File: src/rtl/dither_pkg.sv
// Shared types for the Floyd-Steinberg frame scheduler: FSM states, the
// neighbour mask payload, default frame size and the edge-mask helper.
package dither_pkg;

    localparam int unsigned DEF_IMG_W = 320;
    localparam int unsigned DEF_IMG_H = 240;

    typedef enum logic [1:0] {
        ST_IDLE  = 2'd0,
        ST_ISSUE = 2'd1,
        ST_DONE  = 2'd2
    } sched_state_e;

    // Diffusion enables; e is the pixel ahead in the current scan direction
    typedef struct packed {
        logic e;
        logic sw;
        logic s;
        logic se;
    } nb_mask_t;

    // Suppress diffusion across image edges; dir=1 mirrors the row
    function automatic nb_mask_t calc_mask(input logic at_first, input logic at_last,
                                           input logic at_bottom, input logic dir);
        nb_mask_t m;
        m.s  = ~at_bottom;
        m.e  = dir ? ~at_first : ~at_last;
        m.sw = m.s & (dir ? ~at_last : ~at_first);
        m.se = m.s & (dir ? ~at_first : ~at_last);
        return m;
    endfunction

endpackage

File: src/rtl/dither_coord_counter.sv
// Raster x/y/address counters with row wrap and optional serpentine direction
// (DITHER_SERPENTINE_EN). Address is tracked incrementally, no multiplier.
module dither_coord_counter #(
    parameter int unsigned IMG_W  = 320,
    parameter int unsigned IMG_H  = 240,
    parameter int unsigned ADDR_W = 17,
    parameter int unsigned XW     = 9,
    parameter int unsigned YW     = 8
) (
    input  logic              clk,
    input  logic              rst,
    input  logic              clear_i,
    input  logic              adv_i,
    output logic [XW-1:0]     x_o,
    output logic [YW-1:0]     y_o,
    output logic [ADDR_W-1:0] addr_o,
    output logic              dir_o,
    output logic [XW-1:0]     x_nxt_o,
    output logic [YW-1:0]     y_nxt_o,
    output logic              dir_nxt_o,
    output logic              last_o
);

    logic [XW-1:0]     x_q, x_d;
    logic [YW-1:0]     y_q, y_d;
    logic [ADDR_W-1:0] addr_q, addr_d;
    logic              dir_q, dir_d;
    logic              row_end;

    assign row_end = dir_q ? (x_q == '0) : (x_q == XW'(IMG_W - 1));
    assign last_o  = row_end & (y_q == YW'(IMG_H - 1));

    always_comb begin
        x_d    = x_q;
        y_d    = y_q;
        addr_d = addr_q;
        dir_d  = dir_q;
        if (clear_i) begin
            x_d    = '0;
            y_d    = '0;
            addr_d = '0;
            dir_d  = 1'b0;
        end else if (adv_i && !last_o) begin
            if (row_end) begin
                y_d = y_q + YW'(1);
`ifdef DITHER_SERPENTINE_EN
                // x stays put: the next row starts at the column this one ended on
                dir_d  = ~dir_q;
                addr_d = addr_q + ADDR_W'(IMG_W);
`else
                x_d    = '0;
                addr_d = addr_q + ADDR_W'(1);
`endif
            end else begin
`ifdef DITHER_SERPENTINE_EN
                if (dir_q) begin
                    x_d    = x_q - XW'(1);
                    addr_d = addr_q - ADDR_W'(1);
                end else begin
                    x_d    = x_q + XW'(1);
                    addr_d = addr_q + ADDR_W'(1);
                end
`else
                x_d    = x_q + XW'(1);
                addr_d = addr_q + ADDR_W'(1);
`endif
            end
        end
    end

    always_ff @(posedge clk or posedge rst) begin
        if (rst) begin
            x_q    <= '0;
            y_q    <= '0;
            addr_q <= '0;
            dir_q  <= 1'b0;
        end else begin
            x_q    <= x_d;
            y_q    <= y_d;
            addr_q <= addr_d;
            dir_q  <= dir_d;
        end
    end

    assign x_o       = x_q;
    assign y_o       = y_q;
    assign addr_o    = addr_q;
    assign dir_o     = dir_q;
    assign x_nxt_o   = x_d;
    assign y_nxt_o   = y_d;
    assign dir_nxt_o = dir_d;

endmodule

File: src/rtl/dither_raster_scheduler.sv
// Frame scheduler: walks an IMG_W x IMG_H frame issuing one handshaked step per
// pixel with an edge-aware diffusion mask. Serpentine scan via DITHER_SERPENTINE_EN.
module dither_raster_scheduler
    import dither_pkg::*;
#(
    parameter int unsigned IMG_W  = DEF_IMG_W,
    parameter int unsigned IMG_H  = DEF_IMG_H,
    parameter int unsigned ADDR_W = 17
) (
    input  logic                       clk,
    input  logic                       rst,
    input  logic                       start_i,
    input  logic                       abort_i,
    input  logic                       step_ready_i,
    output logic                       step_valid_o,
    output logic [ADDR_W-1:0]          pix_addr_o,
    output logic [$clog2(IMG_W)-1:0]   pix_x_o,
    output logic [$clog2(IMG_H)-1:0]   pix_y_o,
    output nb_mask_t                   nb_mask_o,
    output logic                       scan_dir_o,
    output logic                       busy_o,
    output logic                       done_o
);

    localparam int unsigned XW = $clog2(IMG_W);
    localparam int unsigned YW = $clog2(IMG_H);

    sched_state_e state_q, state_d;
    logic         step_valid_q, step_valid_d;
    logic         busy_q, busy_d;
    logic         done_q, done_d;
    nb_mask_t     mask_q, mask_d;
    logic         cnt_clear, cnt_adv, cnt_last;
    logic [XW-1:0] x_nxt;
    logic [YW-1:0] y_nxt;
    logic          dir_nxt;

    dither_coord_counter #(
        .IMG_W  (IMG_W),
        .IMG_H  (IMG_H),
        .ADDR_W (ADDR_W),
        .XW     (XW),
        .YW     (YW)
    ) u_coord (
        .clk       (clk),
        .rst       (rst),
        .clear_i   (cnt_clear),
        .adv_i     (cnt_adv),
        .x_o       (pix_x_o),
        .y_o       (pix_y_o),
        .addr_o    (pix_addr_o),
        .dir_o     (scan_dir_o),
        .x_nxt_o   (x_nxt),
        .y_nxt_o   (y_nxt),
        .dir_nxt_o (dir_nxt),
        .last_o    (cnt_last)
    );

    // Next state plus registered-output precompute; abort beats a handshake
    always_comb begin
        state_d   = state_q;
        cnt_clear = 1'b0;
        cnt_adv   = 1'b0;
        case (state_q)
            ST_IDLE: begin
                if (start_i) begin
                    state_d   = ST_ISSUE;
                    cnt_clear = 1'b1;
                end
            end
            ST_ISSUE: begin
                if (abort_i) begin
                    state_d = ST_IDLE;
                end else if (step_ready_i) begin
                    cnt_adv = 1'b1;
                    if (cnt_last) begin
                        state_d = ST_DONE;
                    end
                end
            end
            ST_DONE: state_d = ST_IDLE;
            default: state_d = ST_IDLE;
        endcase

        step_valid_d = (state_d == ST_ISSUE);
        busy_d       = (state_d != ST_IDLE);
        done_d       = (state_d == ST_DONE);
        mask_d       = '0;
        if (state_d == ST_ISSUE) begin
            mask_d = calc_mask(x_nxt == '0, x_nxt == XW'(IMG_W - 1),
                               y_nxt == YW'(IMG_H - 1), dir_nxt);
        end
    end

    always_ff @(posedge clk or posedge rst) begin
        if (rst) begin
            state_q      <= ST_IDLE;
            step_valid_q <= 1'b0;
            busy_q       <= 1'b0;
            done_q       <= 1'b0;
            mask_q       <= '0;
        end else begin
            state_q      <= state_d;
            step_valid_q <= step_valid_d;
            busy_q       <= busy_d;
            done_q       <= done_d;
            mask_q       <= mask_d;
        end
    end

    assign step_valid_o = step_valid_q;
    assign busy_o       = busy_q;
    assign done_o       = done_q;
    assign nb_mask_o    = mask_q;

endmodule

File: config.mk
export PLATFORM = sky130hd
export DESIGN_NAME = dither_raster_scheduler
export DESIGN_NICKNAME = d
export VERILOG_FILES = /design/src/rtl/dither_pkg.sv /design/src/rtl/dither_coord_counter.sv /design/src/rtl/dither_raster_scheduler.sv
export SDC_FILE = /design/constraint.sdc
export NUM_CORES = 1
export LEC_CHECK = 0
export CAP_MARGIN = 10
export CORE_ASPECT_RATIO = 1.1
export CORE_MARGIN = 10
export CORE_UTILIZATION = 45
export CTS_BUF_LIST = sky130_fd_sc_hd__clkbuf_4
export DETAILED_ROUTE_END_ITERATION = 12
export PLACE_DENSITY = 0.7
export SLEW_MARGIN = 10
export SYNTH_ARGS = -nofsm -noshare
export SYNTH_HDL_FRONTEND = slang
export SYNTH_SLANG_ARGS = --single-unit
export TNS_END_PERCENT = 20
File: constraint.sdc
create_clock -name clk -period 3.72 [get_ports clk]
set_input_delay 0.744 -clock clk [delete_from_list [all_inputs] [get_ports clk]]
set_output_delay 0.744 -clock clk [all_outputs]
set_load 0.02 [all_outputs]
==> results_dict.tcl <==
set metrics [dict create \
    fin_crit_ns 3.02 \
    hp-class "flop to flop" \
    min_from "state_q[1]" \
    layout_common_cells "clkdlybuf4s50_1 (46), dfrtp_1 (44), nor2_1 (28)" \
    hold_buffers 0 \
    skew_ns 0.0105 \
    grt_max_degree 24 \
    synth.distinct_cells 60 \
    io_pins 47 \
    holdPathStages 1 \
    max_freq_mhz 332 \
    crit_type "flop to flop" \
    grt.total_usage_pct 15.0 \
    rows 28 \
    rsz0062_at_grt "no" \
    synth_seq_cells 44 \
    slowest_delay_ns 0.64 \
    stdcell_area_um2 3180 \
    min_period_over_period_pct 81.1 \
    maxCapViolations 0 \
    async_flop_share_pct 100 \
    gp_congestion 0.930 \
    clk_pin_slew_ns 0.14 \
    layout-drive-gt1-share_pct 12.0 \
    htreeDepth 2 \
    fin_nets 325 \
    min_to "busy_o" \
    r2r-start "u_coord.x_o[0]" \
    die_area_um2 9050 \
    area_delta_synth_final_pct 25.3 \
    power_density_nw_per_um2 343 \
    start_util_pct 46.8 \
    post_drt_via_cell_ratio 5.60 \
    post-route-drc-count 0 \
    synth_flop_cell "dfrtp_1" \
    grt_pass1_wl_um 11400 \
    rrSetupSlack_ns 0.70 \
    setup_viol 0 \
    syn-num-nets 276 \
    reg2regPathDepth 8 \
    peakVddDrop_mv 0.181 \
    cts_tree "yes" \
    drtPass1Iterations 5 \
    leakage_nw 1.20 \
    dp.cells 384 \
    grt_pass1_vias 2209 \
    grt_antenna_before_repair 0 \
    wl_per_cell_um 16.9 \
    gr-total-overflow 0 \
    place_area_um2 3100 \
    post_cts_buffers 0 \
    numCtsBuffers 5 \
    clk_path_buf_depth 2 \
    p_total_mw 1.09 \
    synth_edf_count 0 \
    die_height_um 98.8 \
    cp_slowest_cell "or4b_4" \
    yosysSeqAreaShare_pct 43.4 \
    cts_repair_resize_count 0 \
    wl_um 6610 \
    cp-end-kind "flop" \
    required_ns 3.98 \
    yosysWarnings 0 \
    r2r-end "nb_mask_o[2]" \
    cts_sinks 44 \
    io_buffers 46 \
    tightest_slew_ns 0.793 \
    worstPathArrival_ns 3.27 \
    cp_cell_sequence "ha_1 -> nand2_1 -> or4b_4 -> a211o_1 -> nand2_2 -> a31oi_1 -> nor4_1 -> a311oi_2" \
    drtAntennaViolNets 0 \
    dp.final_hpwl_um 4910 \
    final_cells 392 \
    clkLatencyLatePin_ns 0.37 \
    relSlewSlack_pct 46.8 \
    layout_commonest_cell "clkdlybuf4s50_1" \
    core_area_um2 5430 \
    setup_tns_ns 0 \
    root_buffer "clkbuf_4" \
    vias 2195 \
    syn_inst 267 \
    status "finished clean" \
    num_antenna_cells 0 \
    finalHoldViolations 0 \
    drt-initial-drc-count 152 \
    slew_violations 0 \
    synth_area_um2 2540 \
    worst-path-max-fanout 11 \
    syn_area_per_cell_um2 9.51 \
    start_kind "flop" \
    die_w_um 91.6 \
]
-- Yosys cell counts (2+ instances only) --
cell type	count	area, um^2
o31ai_1	3	22.5
inv_1	14	52.6
a2111o_1	2	22.5
o2111ai_1	2	17.5
xnor2_1	17	149
nand4_1	7	43.8
nand3_1	8	40.0
or2_2	4	25.0
nor3_1	13	65.1
clkbuf_1	7	26.3
a21oi_1	10	50.1
dfrtp_1	44	1100
ha_1	4	50.1
and2_1	2	12.5
or3_1	4	25.0
nor2_1	29	109
a21o_1	3	22.5
o21ai_0	7	35.0
a2111oi_2	2	30.0
inv_2	2	7.51
o21ai_1	2	10.0
or4_1	2	15.0
xor2_1	4	35.0
nor4_1	8	50.1
a211oi_1	3	22.5
a31oi_1	3	18.8
a21oi_4	2	32.5
o211ai_1	3	22.5
nand2b_1	2	12.5
nand2_1	24	90.1
-- cell type report --
class / count / area, um^2
timing repair buffer: 51 / 498
clock buffer: 5 / 37.5
tap: 75 / 93.8
multi-input combinational: 198 / 1350
inverter: 16 / 60.1
clock inverter: 3 / 46.3
sequential: 44 / 1100
fill: 484 / 2250
-- through the flow --
stage / hold slack [ns] / utilization (%) / setup WS (ns)
after global placement: 0.533 / 57.1 / 0.513
after detailed placement: 0.559 / 57.1 / 0.485
final: 0.569 / 58.6 / 0.704
after CTS: 0.576 / 58.6 / 0.728
after floorplan: 0.468 / - / 0.974
after global routing: 0.610 / 58.6 / 0.512
-- cell families after synthesis --
family          after synthesis  synth area share [%]
fa+ha+maj                     4                  1.97
xor+xnor                     21                  7.24
simple gates                119                  25.9
flops                        44                  43.4
mux                           1                 0.394
compound gates               53                  17.1
buf+inv                      25                  3.99
-- worst max path at each step --
stage	from	end	slack [ns]	cells after the start
2_1_floorplan	u_coord.x_o[1]	nb_mask_o[0]	0.97	9
3_3_place_gp	abort_i	nb_mask_o[0]	0.51	9
3_5_place_dp	abort_i	nb_mask_o[0]	0.49	9
4_1_cts	u_coord.x_o[0]	nb_mask_o[2]	0.73	8
5_1_grt	u_coord.x_o[0]	nb_mask_o[2]	0.51	8
6_report	u_coord.x_o[0]	nb_mask_o[2]	0.70	8
-- routing by layer --
layer,up-vias,global-route usage [%],part of all wire (%)
met5,-,0,0
met4,0,5.67,1.6
met3,10,3.64,6.4
met2,67,24.5,49
met1,1059,18.8,43
li1,1059,-,-
-- state kept, by name (all words and copies together) (netlist names) --
signal,cells
nb_mask_o,4
u_coord.dir_o,1
u_coord.x_o,9
state_q,2
u_coord.addr_o,17
u_coord.y_o,8
step_valid_o,1
done_o,1
busy_o,1
-- worst max-delay path, delay by kind of cell (launching register included) --
| kind | cells | cell delay (ns) |
|---|---|---|
| compound gates | 3 | 0.67 |
| fa+ha+maj | 1 | 0.28 |
| flops | 1 | 0.58 |
| simple gates | 4 | 1.38 |
-- power breakdown --
part           leakage, nW  internal [mW]  switching (mW)  total [mW]
logic                0.573         0.0988           0.129       0.228
clock network       0.0418          0.144           0.175       0.319
registers            0.590          0.504          0.0412       0.545
total                 1.20          0.747           0.345        1.09
Note: power is estimated with default switching activity, not from simulation.
